`src/rtl/seq_alu_hs.sv`:
```
// seq_alu_hs: clocked ALU with a valid/ready operand handshake.
// Modes 0-6 complete in one cycle. Mode 7 is an iterative shift-add
// multiply that takes WIDTH cycles. Each result is flagged by a
// one-cycle out_valid pulse.
module seq_alu_hs #(
    parameter int unsigned WIDTH = 4
) (
    input  logic                 clk,
    input  logic                 rst,
    input  logic                 in_valid,
    output logic                 in_ready,
    input  logic [WIDTH-1:0]     A,
    input  logic [WIDTH-1:0]     B,
    input  logic [2:0]           MODE,
    output logic                 out_valid,
    output logic [2*WIDTH-1:0]   OUT
);

    localparam int unsigned CNT_W = $clog2(WIDTH) + 1;
    localparam int unsigned RES_W = 2 * WIDTH;

    localparam logic [2:0] MODE_ADD = 3'd0;
    localparam logic [2:0] MODE_AND = 3'd1;
    localparam logic [2:0] MODE_GT  = 3'd2;
    localparam logic [2:0] MODE_SHR = 3'd3;
    localparam logic [2:0] MODE_SUB = 3'd4;
    localparam logic [2:0] MODE_OR  = 3'd5;
    localparam logic [2:0] MODE_XOR = 3'd6;
    localparam logic [2:0] MODE_MUL = 3'd7;

    typedef enum logic {
        S_IDLE = 1'b0,
        S_MUL  = 1'b1
    } state_t;

    state_t             r_state;
    logic               r_in_ready;
    logic               r_out_valid;
    logic [RES_W-1:0]   r_out;
    logic [WIDTH-1:0]   r_a;
    logic [WIDTH-1:0]   r_b;
    logic [RES_W-1:0]   r_acc;
    logic [CNT_W-1:0]   r_cnt;

    state_t             w_state_nxt;
    logic               w_in_ready_nxt;
    logic               w_out_valid_nxt;
    logic [RES_W-1:0]   w_out_nxt;
    logic [WIDTH-1:0]   w_a_nxt;
    logic [WIDTH-1:0]   w_b_nxt;
    logic [RES_W-1:0]   w_acc_nxt;
    logic [CNT_W-1:0]   w_cnt_nxt;

    logic [RES_W-1:0]   w_a_ext;
    logic [RES_W-1:0]   w_b_ext;
    logic [RES_W-1:0]   w_alu;
    logic [WIDTH-1:0]   w_mb_shr;
    logic [RES_W-1:0]   w_addend;
    logic [RES_W-1:0]   w_acc_sum;
    logic               w_last_step;

    assign in_ready  = r_in_ready;
    assign out_valid = r_out_valid;
    assign OUT       = r_out;

    assign w_a_ext = RES_W'(A);
    assign w_b_ext = RES_W'(B);

    // Single-cycle operations, all evaluated at full result width
    always_comb begin
        w_alu = '0;
        case (MODE)
            MODE_ADD: w_alu = w_a_ext + w_b_ext;
            MODE_AND: w_alu = w_a_ext & w_b_ext;
            MODE_GT:  w_alu = RES_W'(A > B);
            MODE_SHR: w_alu = w_a_ext >> B;
            MODE_SUB: w_alu = w_a_ext - w_b_ext;
            MODE_OR:  w_alu = w_a_ext | w_b_ext;
            MODE_XOR: w_alu = w_a_ext ^ w_b_ext;
            default:  w_alu = '0;
        endcase
    end

    // One shift-add multiply step: add A<<cnt when multiplier bit cnt is set
    assign w_mb_shr    = r_b >> r_cnt;
    assign w_addend    = w_mb_shr[0] ? (RES_W'(r_a) << r_cnt) : '0;
    assign w_acc_sum   = r_acc + w_addend;
    assign w_last_step = (r_cnt == CNT_W'(WIDTH - 1));

    // Next-state and next-register logic
    always_comb begin
        w_state_nxt     = r_state;
        w_in_ready_nxt  = r_in_ready;
        w_out_valid_nxt = 1'b0;
        w_out_nxt       = r_out;
        w_a_nxt         = r_a;
        w_b_nxt         = r_b;
        w_acc_nxt       = r_acc;
        w_cnt_nxt       = r_cnt;

        case (r_state)
            S_IDLE: begin
                if (in_valid && r_in_ready) begin
                    if (MODE == MODE_MUL) begin
                        w_a_nxt        = A;
                        w_b_nxt        = B;
                        w_acc_nxt      = '0;
                        w_cnt_nxt      = '0;
                        w_in_ready_nxt = 1'b0;
                        w_state_nxt    = S_MUL;
                    end else begin
                        w_out_nxt       = w_alu;
                        w_out_valid_nxt = 1'b1;
                    end
                end
            end
            S_MUL: begin
                w_acc_nxt = w_acc_sum;
                w_cnt_nxt = r_cnt + CNT_W'(1);
                if (w_last_step) begin
                    w_out_nxt       = w_acc_sum;
                    w_out_valid_nxt = 1'b1;
                    w_in_ready_nxt  = 1'b1;
                    w_state_nxt     = S_IDLE;
                end
            end
            default: begin
                w_state_nxt    = S_IDLE;
                w_in_ready_nxt = 1'b1;
            end
        endcase
    end

    // State and datapath registers; reset aborts any multiply in flight
    always_ff @(posedge clk or posedge rst) begin
        if (rst) begin
            r_state     <= S_IDLE;
            r_in_ready  <= 1'b1;
            r_out_valid <= 1'b0;
            r_out       <= '0;
            r_a         <= '0;
            r_b         <= '0;
            r_acc       <= '0;
            r_cnt       <= '0;
        end else begin
            r_state     <= w_state_nxt;
            r_in_ready  <= w_in_ready_nxt;
            r_out_valid <= w_out_valid_nxt;
            r_out       <= w_out_nxt;
            r_a         <= w_a_nxt;
            r_b         <= w_b_nxt;
            r_acc       <= w_acc_nxt;
            r_cnt       <= w_cnt_nxt;
        end
    end

endmodule

```
`config.mk`:
```
export PLATFORM = sky130hd
export DESIGN_NAME = seq_alu_hs
export DESIGN_NICKNAME = d
export VERILOG_FILES = /design/src/rtl/seq_alu_hs.sv
export SDC_FILE = /design/constraint.sdc
export NUM_CORES = 1
export LEC_CHECK = 0
export ABC_CLOCK_PERIOD_IN_PS = 3700
export CORE_MARGIN = 4
export CORE_UTILIZATION = 55
export DETAILED_ROUTE_END_ITERATION = 8
export PLACE_DENSITY = 0.81
export SLEW_MARGIN = 10
export SYNTH_ARGS = -nofsm -noshare
export SYNTH_HDL_FRONTEND = slang
export SYNTH_SLANG_ARGS = --single-unit
export TNS_END_PERCENT = 30
```
`constraint.sdc`:
```
create_clock -name clk -period 3.7 [get_ports clk]
set_input_delay 0.74 -clock clk [delete_from_list [all_inputs] [get_ports clk]]
set_output_delay 0.74 -clock clk [all_outputs]
set_load 0.005 [all_outputs]
```
==> results of run 1 <==
-- final timing paths --
check / from / end / slack [ns] / cells after the start
worst max-delay path: r_cnt[0] / OUT[7] / 0.72 / 10
worst min-delay path: r_acc[4] / r_acc[4] / 0.49 / 2
worst max register to register: r_cnt[0] / OUT[7] / 0.72 / 10
worst min register to register: r_acc[4] / r_acc[4] / 0.49 / 2
max in group asynchronous: rst / r_a[0] / 2.11 / 3
min in group asynchronous: rst / r_cnt[0] / 0.94 / 2
-- cells by family (layout without fill, tap and decap cells) --
logic type                 after synthesis  in the layout  synth area share (%)
adders and majority gates               24             24                 14.43
xor gates and xnor gates                 5              5                 1.958
and+or+nand+nor                         67             67                 16.28
DFF                                     30             30                 33.61
muxes                                   15             15                 7.718
buffers and inverters                   25             49                 5.090
AOI/OAI and AO/OA                       68             68                 20.92
-- per-stage QoR --
step           cells  hold WS [ns]  power [mW]
4_1_cts          306        0.4919       1.684
3_5_place_dp     299        0.4773       1.443
6_report         306        0.4888       1.681
5_1_grt          306        0.5158       1.814
3_3_place_gp     299        0.4682       1.414
2_1_floorplan    234        0.4533       1.161
-- flip-flops by register name (all words and copies together) (netlist names) --
register	flops
out_valid	1
in_ready	1
r_b	4
r_a	4
r_cnt	3
r_acc	8
OUT	8
r_state	1
-- area by class of cell --
class	instances	area, um2
Tap cell	48	60.06
Timing Repair Buffer	25	245.2
Clock buffer	7	76.32
Inverter	17	63.81
Multi-Input combinational cell	179	1371
Fill cell	319	1230
Sequential cell	30	752.0
-- cells in the mapped netlist (2+ instances only) --
library cell   n
a211oi_1       6
a21o_1         3
a21oi_1       12
a22o_1         5
a2bb2oi_1      2
a31oi_1        7
and3_1         2
buf_2          4
buf_6          2
clkbuf_1       2
dfrtp_1       29
fa_1           3
ha_1          21
inv_1         17
mux2_2         8
mux2i_1        6
nand2_1       18
nand2b_1       5
nand3_1        4
nand4_1        2
nor2_1        15
nor3_1         6
nor4b_1        2
o21ai_0       16
o21bai_1       2
o221a_2        3
o22ai_1        3
or3_1          2
xnor2_1        3
xor2_1         2
-- routing by layer --
metal,part of all wire [%],global-route usage (%),up-vias
met1,46,27.76,902
li1,-,-,906
met3,7.5,4.769,8
met4,1.3,5.637,0
met5,0,0,-
met2,46,34.59,80
-- worst min-delay path, delay by kind of cell (launching register included) --
kind,cells,cell delay [ns]
flip-flops,1,0.35
AND/OR/NAND/NOR,2,0.11
-- power by group through the flow --
stage | logic (mW) | clock network, mW | registers (mW)
after global routing | 0.906 | 0.263 | 0.645
final | 0.816 | 0.242 | 0.623
after detailed placement | 0.814 | 0 | 0.628
after global placement | 0.790 | 0 | 0.624
after CTS | 0.816 | 0.245 | 0.623
after floorplan | 0.590 | 0 | 0.572
==> flow_metrics.tcl, run 1 <==
set metrics [dict create \
    clock-skew-final_ns 0.005745 \
    clock_sinks 30 \
    cts_setup_buffers 0 \
    cp.required_ns 3.83 \
    cts-root-buf "clkbuf_8" \
    route.detailed.wl_per_inst_um 16.86 \
    hold_path_class "reg2reg" \
    antenna_cells 0 \
    power_density_nw_per_um2 654.5 \
    crit_path_end_kind "flip-flop" \
    max_stage_delay_ns 0.57 \
    mostFrequentLayoutCell "dfrtp_1" \
    worstSetupPathType "reg2reg" \
    insertion_delay_ns 0.28 \
    async_reset_ff_share_pct 100.0 \
    die_h_um 71.78 \
    synth_area_leader_cell "dfrtp_1" \
    core-area_um2 3799 \
    worstPathCellList "mux4_2 -> and2_4 -> a31oi_1 -> o22ai_1 -> ha_1 -> o21ai_0 -> o21ai_0 -> a31oi_1 -> xor2_1 -> a31oi_1" \
    cts.clk_slew.worst_paths_ns 0.06 \
    grt_pass1_vias 1832 \
    utilization_pct 67.62 \
    cts_buffers 5 \
    peakVddDrop_v 0.0003813 \
    grt_pass1_wl_mm 8.466 \
    die_x_um 71.78 \
    cts_tree "yes" \
    seqPwrFrac_pct 37.1 \
    cp_num_buf_inv 0 \
    crit_top_cell "a31oi_1" \
    p_switching_mw 0.6553 \
    nets 296 \
    design_area_um2 2569 \
    outcome "complete, no violations" \
    path_max_fanout 11 \
    clk_path_buf_depth 2 \
    worst_slack_ns 0.7223 \
    setup_violations 0 \
    drive_above_1_share_pct 10.47 \
    cts_hold_buf 0 \
    startpoint_type "flip-flop" \
    crit_family "compound AO/OA/AOI/OAI gates" \
    placed_cell_area_um2 2492 \
    synth_flop_cell "dfrtp_1" \
    syn2layout_area_growth_pct 14.82 \
    hold_viol 0 \
    wirelength_mm 5.159 \
    cts-resized-gates 0 \
    die_area_um2 5152 \
    yosysSeqAreaShare_pct 33.61 \
    first_iter_violations 229 \
    routed-via-count 1896 \
    rsz0062_at_grt "no" \
    crit_arrival_ns 3.10 \
    grt.total_usage_pct 21.01 \
    yosys_warnings 0 \
    synth_cell_types 52 \
    layout_worst_path_cycle_share_pct 80.48 \
    initial_core_util_pct 58.89 \
    synthCells 234 \
    internal-power_mw 1.026 \
    yosys_register_bits 30 \
    mostFrequentLayoutCells "29 x dfrtp_1, 23 x clkdlybuf4s50_1, 21 x ha_1" \
    route.detailed.drc 0 \
    fin_crit_ns 2.978 \
    tightestPinTransition_ns 0.8805 \
    leakage_nw 1.140 \
    yosysTopAreaCellShare_pct 32.44 \
    max_slew_margin_pct 41.24 \
    globalplace.congestion 0.9012 \
    vias_per_cell 6.196 \
    p_comb_share_pct 48.6 \
    switching_share_pct 38.97 \
    grt_max_degree 23 \
    htreeDepth 2 \
    clkPwrFrac_pct 14.4 \
    crit_path_top_delay_cell "mux4_2" \
    fmax_mhz 335.8 \
    post-place-ws_ns 0.7246 \
    setup-tns-final_ns 0 \
    cap_violations 0 \
    dpl.hpwl_mm 4.015 \
    rows 22 \
    avgSynthCellArea_um2 9.560 \
    io_pins 24 \
    grt-ovfl-total 0 \
    port_buffers 23 \
    synthTopCellsByArea "dfrtp_1 32%, ha_1 12%, mux2_2 4.0%, o21ai_0 3.6%, nand2_1 3.0%" \
    synth_area_um2 2237 \
    synth-edff-count 0 \
    antenna_found_initial 0 \
    drv_slew 0 \
    first_pass_iters 4 \
    syn_nets 272 \
    drtAntennaViolNets 0 \
]
(Power assumes the default switching activity.)
==> run 2, diff against run 1 <==
Settings changed: ABC_CLOCK_PERIOD_IN_PS 3700 to 2850.
Clock period 3.7 ns to 2.85 ns, I/O delays scaled along.
==> run 2 against run 1 <==
  * Sequential power rose by 22%
  * Sequential share of layout area fell by 0.97 points
  * Setup slack got worse by 0.57 ns
  * Flip-flop and latch count did not move
  * Clock skew barely moved
  * Cell count rose by 3.3%
  * Cell area rose by 3.4%
  * Combinational power rose by 42%
  * Utilization rose by 2.3 points
==> flow_metrics.tcl, run 2 (synthesized netlist as in run 1, its figures left out) <==
set metrics [dict create \
    outcome "complete, no violations" \
    drtAntennaViolNets 0 \
    peakVddDrop_v 0.0005595 \
    placedCellCount 309 \
    initial_core_util_pct 58.89 \
    fin_crit_ns 2.699 \
    route.detailed.drc 0 \
    vias_per_cell 6.215 \
    nets 306 \
    finalPower_mw 2.236 \
    crit_path_end_kind "flip-flop" \
    routed-via-count 1964 \
    io_pins 24 \
    first_iter_violations 189 \
    clk_path_buf_depth 2 \
    crit_arrival_ns 2.88 \
    globalplace.congestion 0.9127 \
    design_area_um2 2656 \
    grt-ovfl-total 0 \
    cts-root-buf "clkbuf_8" \
    rsz0062_at_grt "yes" \
    power_density_nw_per_um2 841.9 \
    cts.clk_slew.worst_paths_ns 0.06 \
    grt_pass1_wl_mm 9.004 \
    wirelength_mm 5.222 \
    max_slew_margin_pct 67.38 \
    grt.total_usage_pct 21.78 \
    htreeDepth 2 \
    die_x_um 71.78 \
    mostFrequentLayoutCell "dfrtp_1" \
    antenna_cells 0 \
    num-fill-cells 312 \
    clock_sinks 30 \
    port_buffers 23 \
    grt_max_degree 31 \
    placed_cell_area_um2 2567 \
    antenna_found_initial 0 \
    cap_violations 0 \
    path_max_fanout 4 \
    worstSetupPathType "reg2reg" \
    worstHoldEndpoint "r_acc[4]" \
    post-place-ws_ns 0.1470 \
    rows 22 \
    hold_path_depth 2 \
    hp-start "r_acc[4]" \
    first_pass_iters 4 \
    core-area_um2 3799 \
    insertion_delay_ns 0.28 \
    stdcell_count 316 \
    drv_slew 0 \
    dpl.hpwl_mm 4.069 \
    reg2reg_slack_ns 0.15 \
    tightestPinTransition_ns 0.4877 \
    cts_tree "yes" \
    setup_violations 0 \
    hold_path_class "reg2reg" \
    timing.rr.end "OUT[3]" \
    hold_slack_ns 0.4931 \
    die_area_um2 5152 \
    reg2reg_depth 10 \
    route.detailed.wl_per_inst_um 16.53 \
    layout_worst_path_cycle_share_pct 94.71 \
    worst_slack_ns 0.1508 \
    grt_pass1_vias 1941 \
    drive_above_1_share_pct 14.93 \
    die_h_um 71.78 \
    fmax_mhz 370.5 \
    hold_viol 0 \
    r2r_start "r_cnt[0]" \
    mostFrequentLayoutCells "29 x dfrtp_1, 23 x clkdlybuf4s50_1, 21 x ha_1" \
    cts_buffers 5 \
    startpoint_type "flip-flop" \
    syn2layout_area_growth_pct 18.74 \
    cp.required_ns 3.03 \
    clock-skew-final_ns 0.005664 \
    leakage_nw 1.188 \
]
[run 2: layout make-up]
type / count / area (um2) / share of cell area [%]
Clock buffer: 7 / 76.32 / 2.873
Sequential cell: 30 / 752.0 / 28.31
Timing Repair Buffer: 35 / 320.3 / 12.06
Inverter: 17 / 63.81 / 2.402
Multi-Input combinational cell: 179 / 1384 / 52.10
Tap cell: 48 / 60.06 / 2.261
[run 2: per-layer routing]
| metal | wire, um | global-route usage [%] | up-vias | part of all wire, % |
|---|---|---|---|---|
| met2 | 2493 | 35.61 | 80 | 48 |
| li1 | - | - | 927 | - |
| met5 | 0 | 0 | - | 0 |
| met3 | 399 | 6.031 | 8 | 7.6 |
| met4 | 68 | 5.219 | 0 | 1.3 |
| met1 | 2261 | 28.57 | 949 | 43 |
[run 2: worst max-delay path by stage]
| stage | start | end |
|---|---|---|
| finish | r_cnt[0] | OUT[3] |
| global route | r_cnt[0] | OUT[3] |
| CTS | r_cnt[0] | OUT[7] |
| detailed placement | r_cnt[0] | OUT[7] |
| global placement | r_cnt[0] | OUT[7] |
| floorplan | r_cnt[0] | OUT[6] |
[run 2: per-stage QoR]
stage	TNS, ns	util, %
after floorplan	0	-
after global placement	0	67.59
after detailed placement	0	67.59
after CTS	0	69.60
after global routing	-0.05825	69.93
final	0	69.93
[run 2: critical path, cell delays in order (launching register included)]
cell and delay [ns]:
dfrtp_1 0.37, mux4_2 0.53, and2_4 0.18, a31oi_1 0.16
o22ai_1 0.12, ha_1 0.36, nor2_1 0.06, or3_1 0.33
a21oi_2 0.18, nand3_1 0.09, a32oi_1 0.22
[run 2: timing repair]
action | in CTS | in global routing
hold buffers | 0 | 0
setup endpoints to repair | 0 | 7
resized for setup | 0 | 5
setup buffers | 0 | 0
[run 2: power by group]
group          internal [mW]  switching, mW
logic                  0.577          0.584
clock network          0.168          0.147
registers              0.623          0.138
